**src/rtl/mem_arbiter.sv**
```systemverilog
// Two-master round-robin arbiter in front of a single shared memory port (IDLE -> BUSY -> TURN).
// Optional slave-response timeout is compiled in with `define MEMARB_TIMEOUT_EN.
module mem_arbiter #(
  parameter int unsigned TIMEOUT_CYCLES = 16,
  parameter logic [31:0] ERR_RDATA      = 32'hDEAD_BEEF
) (
  input  logic        clk,
  input  logic        rstn,
  input  logic        m0_valid,
  input  logic [31:0] m0_addr,
  input  logic [31:0] m0_wdata,
  input  logic [3:0]  m0_wstrb,
  output logic        m0_ready,
  output logic [31:0] m0_rdata,
  input  logic        m1_valid,
  input  logic [31:0] m1_addr,
  input  logic [31:0] m1_wdata,
  input  logic [3:0]  m1_wstrb,
  output logic        m1_ready,
  output logic [31:0] m1_rdata,
  output logic        s_valid,
  output logic [31:0] s_addr,
  output logic [31:0] s_wdata,
  output logic [3:0]  s_wstrb,
  input  logic        s_ready,
  input  logic [31:0] s_rdata,
  output logic [1:0]  grant,
  output logic        timeout_err
);

  typedef enum logic [1:0] {IDLE, BUSY, TURN} state_t;

  typedef struct packed {
    logic [31:0] addr;
    logic [31:0] wdata;
    logic [3:0]  wstrb;
  } req_t;

  state_t      state, state_nxt;
  req_t [1:0]  req;
  logic [1:0]  valid;
  logic        last_gnt;   // index of the master granted most recently
  logic        win;
  logic        busy;
  logic        done;
  logic        to_hit;
  logic [31:0] rsp_data;

  assign valid  = {m1_valid, m0_valid};
  assign req[0] = {m0_addr, m0_wdata, m0_wstrb};
  assign req[1] = {m1_addr, m1_wdata, m1_wstrb};
  assign busy   = (state == BUSY);

  // Round robin: on contention the master not granted last wins.
  always_comb begin
    win = valid[1];
    if (valid == 2'b11) win = ~last_gnt;
  end

  // s_ready has priority over timeout since to_hit is qualified by !s_ready.
  assign done = busy & (s_ready | to_hit);

  always_ff @(posedge clk or negedge rstn) begin
    if (!rstn) state <= IDLE;
    else       state <= state_nxt;
  end

  always_comb begin
    state_nxt = state;
    case (state)
      IDLE:    if (|valid) state_nxt = BUSY;
      BUSY:    if (done)   state_nxt = TURN;
      TURN:    state_nxt = IDLE;
      default: state_nxt = IDLE;
    endcase
  end

  always_ff @(posedge clk or negedge rstn) begin
    if (!rstn) begin
      grant    <= 2'b00;
      last_gnt <= 1'b1;
      s_addr   <= '0;
      s_wdata  <= '0;
      s_wstrb  <= '0;
    end else if (state == IDLE && |valid) begin
      grant                       <= win ? 2'b10 : 2'b01;
      last_gnt                    <= win;
      {s_addr, s_wdata, s_wstrb}  <= req[win];
    end else if (done) begin
      grant <= 2'b00;
    end
  end

  assign s_valid  = busy;
  assign rsp_data = to_hit ? ERR_RDATA : s_rdata;
  assign m0_ready = done & grant[0];
  assign m1_ready = done & grant[1];
  assign m0_rdata = grant[0] ? rsp_data : '0;
  assign m1_rdata = grant[1] ? rsp_data : '0;

`ifdef MEMARB_TIMEOUT_EN
  localparam int CNT_W = $clog2(TIMEOUT_CYCLES + 1);

  logic [CNT_W-1:0] to_cnt;

  // Fires in the BUSY cycle whose increment would reach TIMEOUT_CYCLES.
  assign to_hit = busy & ~s_ready & (to_cnt == CNT_W'(TIMEOUT_CYCLES - 1));

  always_ff @(posedge clk or negedge rstn) begin
    if (!rstn) begin
      to_cnt      <= '0;
      timeout_err <= 1'b0;
    end else begin
      if (!busy)          to_cnt <= '0;
      else if (!s_ready)  to_cnt <= to_cnt + 1'b1;
      if (to_hit)         timeout_err <= 1'b1;
    end
  end
`else
  assign to_hit      = 1'b0;
  assign timeout_err = 1'b0;
`endif

endmodule
```
**config.mk**
```make
export PLATFORM = sky130hd
export DESIGN_NAME = mem_arbiter
export DESIGN_NICKNAME = d
export VERILOG_FILES = /design/src/rtl/mem_arbiter.sv
export SDC_FILE = /design/constraint.sdc
export NUM_CORES = 1
export LEC_CHECK = 0
export CAP_MARGIN = 20
export CORE_AREA = 2 2 121 123
export DETAILED_ROUTE_END_ITERATION = 8
export DIE_AREA = 0 0 123 125
export GPL_TIMING_DRIVEN = 0
export PLACE_DENSITY = 0.83
export SYNTH_ARGS = -nofsm -noshare
export SYNTH_HDL_FRONTEND = slang
export SYNTH_SLANG_ARGS = --single-unit
```
**constraint.sdc**
```tcl
create_clock -name clk -period 2 [get_ports clk]
set_clock_uncertainty 0.2 [all_clocks]
set_input_delay 0.5 -clock clk [delete_from_list [all_inputs] [get_ports clk]]
set_output_delay 0.5 -clock clk [all_outputs]
set_load 0.005 [all_outputs]
```
==> results of run 1 <==
-- routing by layer --
layer	track usage, %	share of wire, %
met2	33.1	53
met1	18.9	35
met5	0	0
met3	6.25	8.7
met4	6.35	2.9
-- registers in the layout, indices dropped and copies added (netlist names) --
register	count
s_wdata	32
s_wstrb	4
s_addr	32
state	2
last_gnt	1
grant	2
-- timing repair --
| item | CTS | global route |
|---|---|---|
| endpoints found under the setup margin | 140 | 111 |
| pin swaps | 21 | 2 |
| cloned | 4 | 0 |
| gates resized for setup | 349 | 70 |
| buffers inserted | 19 | 4 |
-- cell families (layout without fill, tap and decap cells) --
family,after synthesis,after routing,synth area share (%)
compound gates,9,9,1.54
buf+inv,25,372,3.23
other cells,1,1,0.0923
mux,136,136,39.5
flops,73,73,45.0
simple gates,70,70,10.6
-- worst paths after layout --
check,end,slack (ps),startpoint
hold reg to reg,s_addr[28],300,s_addr[28]
min in group clk,s_addr[28],300,s_addr[28]
hold / removal,s_wdata[20],100,rstn
max in group asynchronous,grant[1],820,rstn
setup reg to reg,s_addr[21],40,last_gnt
setup / recovery,m0_rdata[16],-110,grant[0]
-- worst max-delay path, cell delays in order, from the launching register on --
cell and delay (ps):
dfrtp_2 460, buf_6 150, buf_8 120, buf_6 100, and2_4 130, buf_6 120
-- power groups by stage --
stage / sequential (mW) / combinational, mW / clock [mW]
6_report: 2.69 / 5.96 / 1.78
5_1_grt: 2.78 / 6.32 / 1.89
4_1_cts: 2.69 / 5.72 / 1.82
3_5_place_dp: 2.71 / 5.06 / 0
3_3_place_gp: 2.66 / 4.94 / 0
2_1_floorplan: 2.70 / 1.98 / 0
-- synthesized netlist by cell type, types with 2 or more instances --
| master | count |
|---|---|
| inv_1 | 3 |
| dfrtp_1 | 72 |
| mux2_2 | 116 |
| and2_1 | 64 |
| a21oi_1 | 2 |
| clkbuf_1 | 9 |
| mux2_4 | 20 |
| nor2_1 | 2 |
| buf_2 | 9 |
| buf_6 | 3 |
-- cell type report --
type                            instances  area (um2)  share of cell area [%]
Multi-Input combinational cell        216        2260                    27.5
Clock buffer                           11         253                    3.08
Inverter                                3        11.3                   0.137
Sequential cell                        73        1830                    22.3
Timing Repair Buffer                  334        3330                    40.6
Buffer                                 20         206                    2.52
Clock inverter                          4        76.3                   0.932
Tap cell                              184         230                    2.81
-- stage by stage --
| stage | TNS [ps] | util [%] | std cells | power (mW) | cell area (um2) |
|---|---|---|---|---|---|
| 2_1_floorplan | 0 | - | 314 | 4.68 | 4060 |
| 3_3_place_gp | -240720 | 52.0 | 807 | 7.61 | 7390 |
| 3_5_place_dp | -82860 | 52.0 | 807 | 7.77 | 7380 |
| 4_1_cts | -2780 | 56.4 | 844 | 10.2 | 8010 |
| 5_1_grt | -2810 | 57.7 | 845 | 11.0 | 8190 |
| 6_report | -1090 | 57.7 | 845 | 10.4 | 8190 |
-- cells in the final DEF, fill, tap and decap left out, drive strengths merged --
cell type,count
a21oi,2
nor2b,1
conb,1
dlymetal6s2s,3
clkinvlp,1
a31oi,1
clkinv,1
nor2,2
and2,64
bufinv,2
clkdlybuf4s50,225
buf,98
dfstp,1
nand2b,1
and3,1
clkdlybuf4s15,4
a221oi,1
a21boi,1
dfrtp,72
clkbuf,20
mux2,136
nand2,1
dlygate4sd2,15
a21bo,1
inv,3
a32o,1
o21ai,2
==> results.sh, run 1 <==
export IMPL_layout_min_cycle_time_ps=2110
export IMPL_peakVddDrop_mv=0.640
export IMPL_rows=44
export IMPL_final_nets=830
export IMPL_cp_max_fo=5
export IMPL_synthDistinctLibCells=24
export IMPL_start_util_pct=28.6
export IMPL_drt_total_wl_um=14800
export IMPL_grt_total_usage_pct=18.1
export IMPL_synthCells=314
export IMPL_clockBufferDepth=2
export IMPL_seq_area_frac_synth_pct=45.0
export IMPL_portBuffers=309
export IMPL_worstHoldPathType="input pin to asynchronous set/reset pin"
export IMPL_critPathCaptureType="output port"
export IMPL_boundaryPins=311
export IMPL_antenna_found_initial=0
export IMPL_core_area_um2=14200
export IMPL_overflow=0
export IMPL_synth_avg_cell_area_um2=12.9
export IMPL_path_clk_slew_ps=60
export IMPL_startpoint_type="flip-flop"
export IMPL_cap_violations=0
export IMPL_power_density_nw_per_um2=1270
export IMPL_async_flop_share_pct=100
export IMPL_vias=3790
export IMPL_synth_top_cell_area_share_pct=44.3
export IMPL_path_class="flip-flop to output port"
export IMPL_n_fill_cell=1153
export IMPL_yosysTopAreaCell="dfrtp_1"
export IMPL_firstDrtPassIters=4
export IMPL_fp_dieW_um=123
export IMPL_swShare_pct=28.7
export IMPL_period_share_pct=105
export IMPL_dp_hpwl_um=10900
export IMPL_yosysWarnings=0
export IMPL_routed_via_density=4.49
export IMPL_numClockSinks=73
export IMPL_relSlewSlack_pct=37.6
export IMPL_worst_pin_slew_ps=936
export IMPL_reg2reg_depth=4
export IMPL_antenna_cells=0
export IMPL_dieArea_um2=15400
export IMPL_cts_buffers=9
export IMPL_drc=0
export IMPL_layout_setup_ws_ps=-105
export IMPL_p_int_mw=7.43
export IMPL_grt_pass1_wl_um=21300
export IMPL_drtIter0Drc=81
export IMPL_htreeDepth=3
export IMPL_fp_dieH_um=125
export IMPL_critical_path_required_ps=1300
export IMPL_drive_above_1_share_pct=47.5
export IMPL_ys_flop_type="dfrtp_1"
export IMPL_violations="negative setup slack"
export IMPL_status="finished with violations"
export IMPL_wl_per_cell_um=17.5
export IMPL_synth_seq_cells=73
export IMPL_cts_root_buf="clkbuf_16"
export IMPL_ctsHoldBuffers=0
export IMPL_worstPathArrival_ps=1410
export IMPL_gp_congestion=0.837
export IMPL_antenna_left=0
export IMPL_max_freq_mhz=475
export IMPL_pre_cts_ws_ps=-1030
export IMPL_seqPwrFrac_pct=25.8
export IMPL_switching_power_mw=3.00
export IMPL_p_leak_nw=3.62
export IMPL_setup_violations=21
export IMPL_grt_max_degree=74
export IMPL_synth_edff_count=0
export IMPL_syn_area_um2=4060
export IMPL_comb_power_share_pct=57.1
export IMPL_synth_net_count=487
export IMPL_synth_area_top_cells="dfrtp_1 (44%), mux2_2 (32%), and2_1 (9.9%)"
export IMPL_cts_tree="built"
export IMPL_power_frac_clock_pct=17.1
export IMPL_hold_viol=0
export IMPL_whs_ps=104
export IMPL_area_growth_pct=102
export IMPL_rsz0062_at_grt="true"
export IMPL_final_max_slew_viol_count=0
export IMPL_grt_pass1_vias=4108
export IMPL_clock_latency_ps=330
No activity file was read; power rests on OpenSTA's default activity.
==> run 2: changes to the inputs <==
CAP_MARGIN = 25   (was 20)
==> results.sh, run 2 (synthesis gave the netlist of run 1 again) <==
export IMPL_dpl_cell_count=807
export IMPL_swShare_pct=28.7
export IMPL_power_density_nw_per_um2=1270
export IMPL_path_common_cell="buf_6"
export IMPL_reg2reg_slack_ps=40
export IMPL_critical_path_required_ps=1300
export IMPL_gp_congestion=0.837
export IMPL_grt_pass1_vias=4108
export IMPL_cp_slowest_cell="dfrtp_2"
export IMPL_numClockSinks=73
export IMPL_rows=44
export IMPL_seqPwrFrac_pct=25.8
export IMPL_portBuffers=309
export IMPL_cp_slowest_stage_delay_ps=460
export IMPL_clock_latency_ps=330
export IMPL_layout_setup_ws_ps=-107
export IMPL_power_frac_clock_pct=17.1
export IMPL_wl_per_cell_um=17.5
export IMPL_core_area_um2=14200
export IMPL_antenna_cells=0
export IMPL_overflow=0
export IMPL_setup_violations=22
export IMPL_p_leak_nw=3.64
export IMPL_final_cells=847
export IMPL_switching_power_mw=3.00
export IMPL_cp_max_fo=5
export IMPL_area_growth_pct=103
export IMPL_pre_cts_ws_ps=-1030
export IMPL_top_regs="s_addr (32), s_wdata (32), s_wstrb (4)"
export IMPL_final_nets=832
export IMPL_grt_total_usage_pct=18.1
export IMPL_peakVddDrop_mv=0.629
export IMPL_htreeDepth=3
export IMPL_antenna_left=0
export IMPL_wl_met2_um=7860
export IMPL_final_common_cell="clkdlybuf4s50_1"
export IMPL_cap_violations=0
export IMPL_antenna_found_initial=0
export IMPL_firstDrtPassIters=4
export IMPL_grt_max_degree=74
export IMPL_critPathCaptureType="output port"
export IMPL_top_layer="met4"
export IMPL_crit_chain="buf_6, buf_8, buf_6, and2_4, buf_6"
export IMPL_violations="negative setup slack"
export IMPL_start_util_pct=28.6
export IMPL_mostFrequentLayoutCells="clkdlybuf4s50_1 (225), mux2_2 (116), dfrtp_1 (70)"
export IMPL_startpoint_type="flip-flop"
export IMPL_drtIter0Drc=79
export IMPL_clockBufferDepth=2
export IMPL_max_freq_mhz=475
export IMPL_worstHoldPathType="flip-flop to flip-flop"
export IMPL_status="finished with violations"
export IMPL_cts_root_buf="clkbuf_16"
export IMPL_dieArea_um2=15400
export IMPL_wl_met3_um=1290
export IMPL_cts_tree="built"
export IMPL_rsz0062_at_grt="true"
export IMPL_fp_dieW_um=123
export IMPL_timing_setup_tns_ps=-1120
export IMPL_dp_hpwl_um=10900
export IMPL_p_int_mw=7.44
export IMPL_layout_min_cycle_time_ps=2110
export IMPL_worstPathArrival_ps=1410
export IMPL_vias=3799
export IMPL_drt_total_wl_um=14800
export IMPL_fp_dieH_um=125
export IMPL_path_clk_slew_ps=60
export IMPL_drive_above_1_share_pct=47.5
export IMPL_drc=0
export IMPL_period_share_pct=105
export IMPL_routed_via_density=4.49
export IMPL_boundaryPins=311
export IMPL_path_class="flip-flop to output port"
export IMPL_m1WireLength_um=5260
export IMPL_final_max_slew_viol_count=0
export IMPL_hold_viol=0
export IMPL_cts_buffers=9
export IMPL_grt_pass1_wl_um=21300
export IMPL_comb_power_share_pct=57.1
-- run 2: changes by cell type in the layout (fill, tap and decap cells not counted) --
cell,delta
buf_16,+1
dlygate4sd3_1,+1
-- run 2: power by group through the flow --
stage                     Sequential [mW]  Clock, mW  Combinational, mW
after CTS                            2.69       1.82               5.72
after global routing                 2.78       1.89               6.33
final                                2.69       1.78               5.96
after floorplan                      2.70          0               1.98
after global placement               2.66          0               4.94
after detailed placement             2.71          0               5.06
-- run 2: per-layer routing --
layer  up-vias  global-route usage, %
li1       1773                      -
met1      1810                   18.9
met2       184                   33.1
met3        32                   6.25
met4         0                   6.35
met5         -                      0
-- run 2: critical path, delay by kind of cell (launching register included) --
kind                   cells  cell delay [ps]
buffers and inverters      4              490
AND/OR/NAND/NOR            1              130
flip-flops                 1              460
-- run 2: what timing repair did --
action	in CTS	in global routing
setup endpoints to repair	140	111
setup buffers	19	4
gates cloned	4	0
hold buffers	0	1
pin swaps	21	2
endpoints found under the hold margin	0	4
resized for setup	349	70
-- run 2: cell type report --
cell class                 instances  area, um2
clock inverter                     4       76.3
buffer                            20        206
multi-input combinational        216       2260
inverter                           3       11.3
timing repair buffer             336       3370
sequential                        73       1830
fill                            1149       5970
clock buffer                      11        253
tap                              184        230
-- run 2: through the flow --
step / cell area [um2] / utilization (%) / power, mW / hold slack (ps)
floorplan: 4060 / - / 4.68 / 4.41
global placement: 7390 / 52.0 / 7.61 / 287
detailed placement: 7380 / 52.0 / 7.77 / 291
CTS: 8010 / 56.4 / 10.2 / 152
global route: 8230 / 57.9 / 11.0 / 296
finish: 8230 / 57.9 / 10.4 / 302
-- run 2: worst paths after layout --
path | start | to | depth (start not counted)
worst max-delay path | grant[0] | m0_rdata[16] | 5
worst min-delay path | s_addr[28] | s_addr[28] | 1
worst max register to register | last_gnt | s_addr[21] | 4
worst min register to register | s_addr[28] | s_addr[28] | 1
max in group asynchronous | rstn | last_gnt | 3
min in group asynchronous | rstn | s_wdata[20] | 2
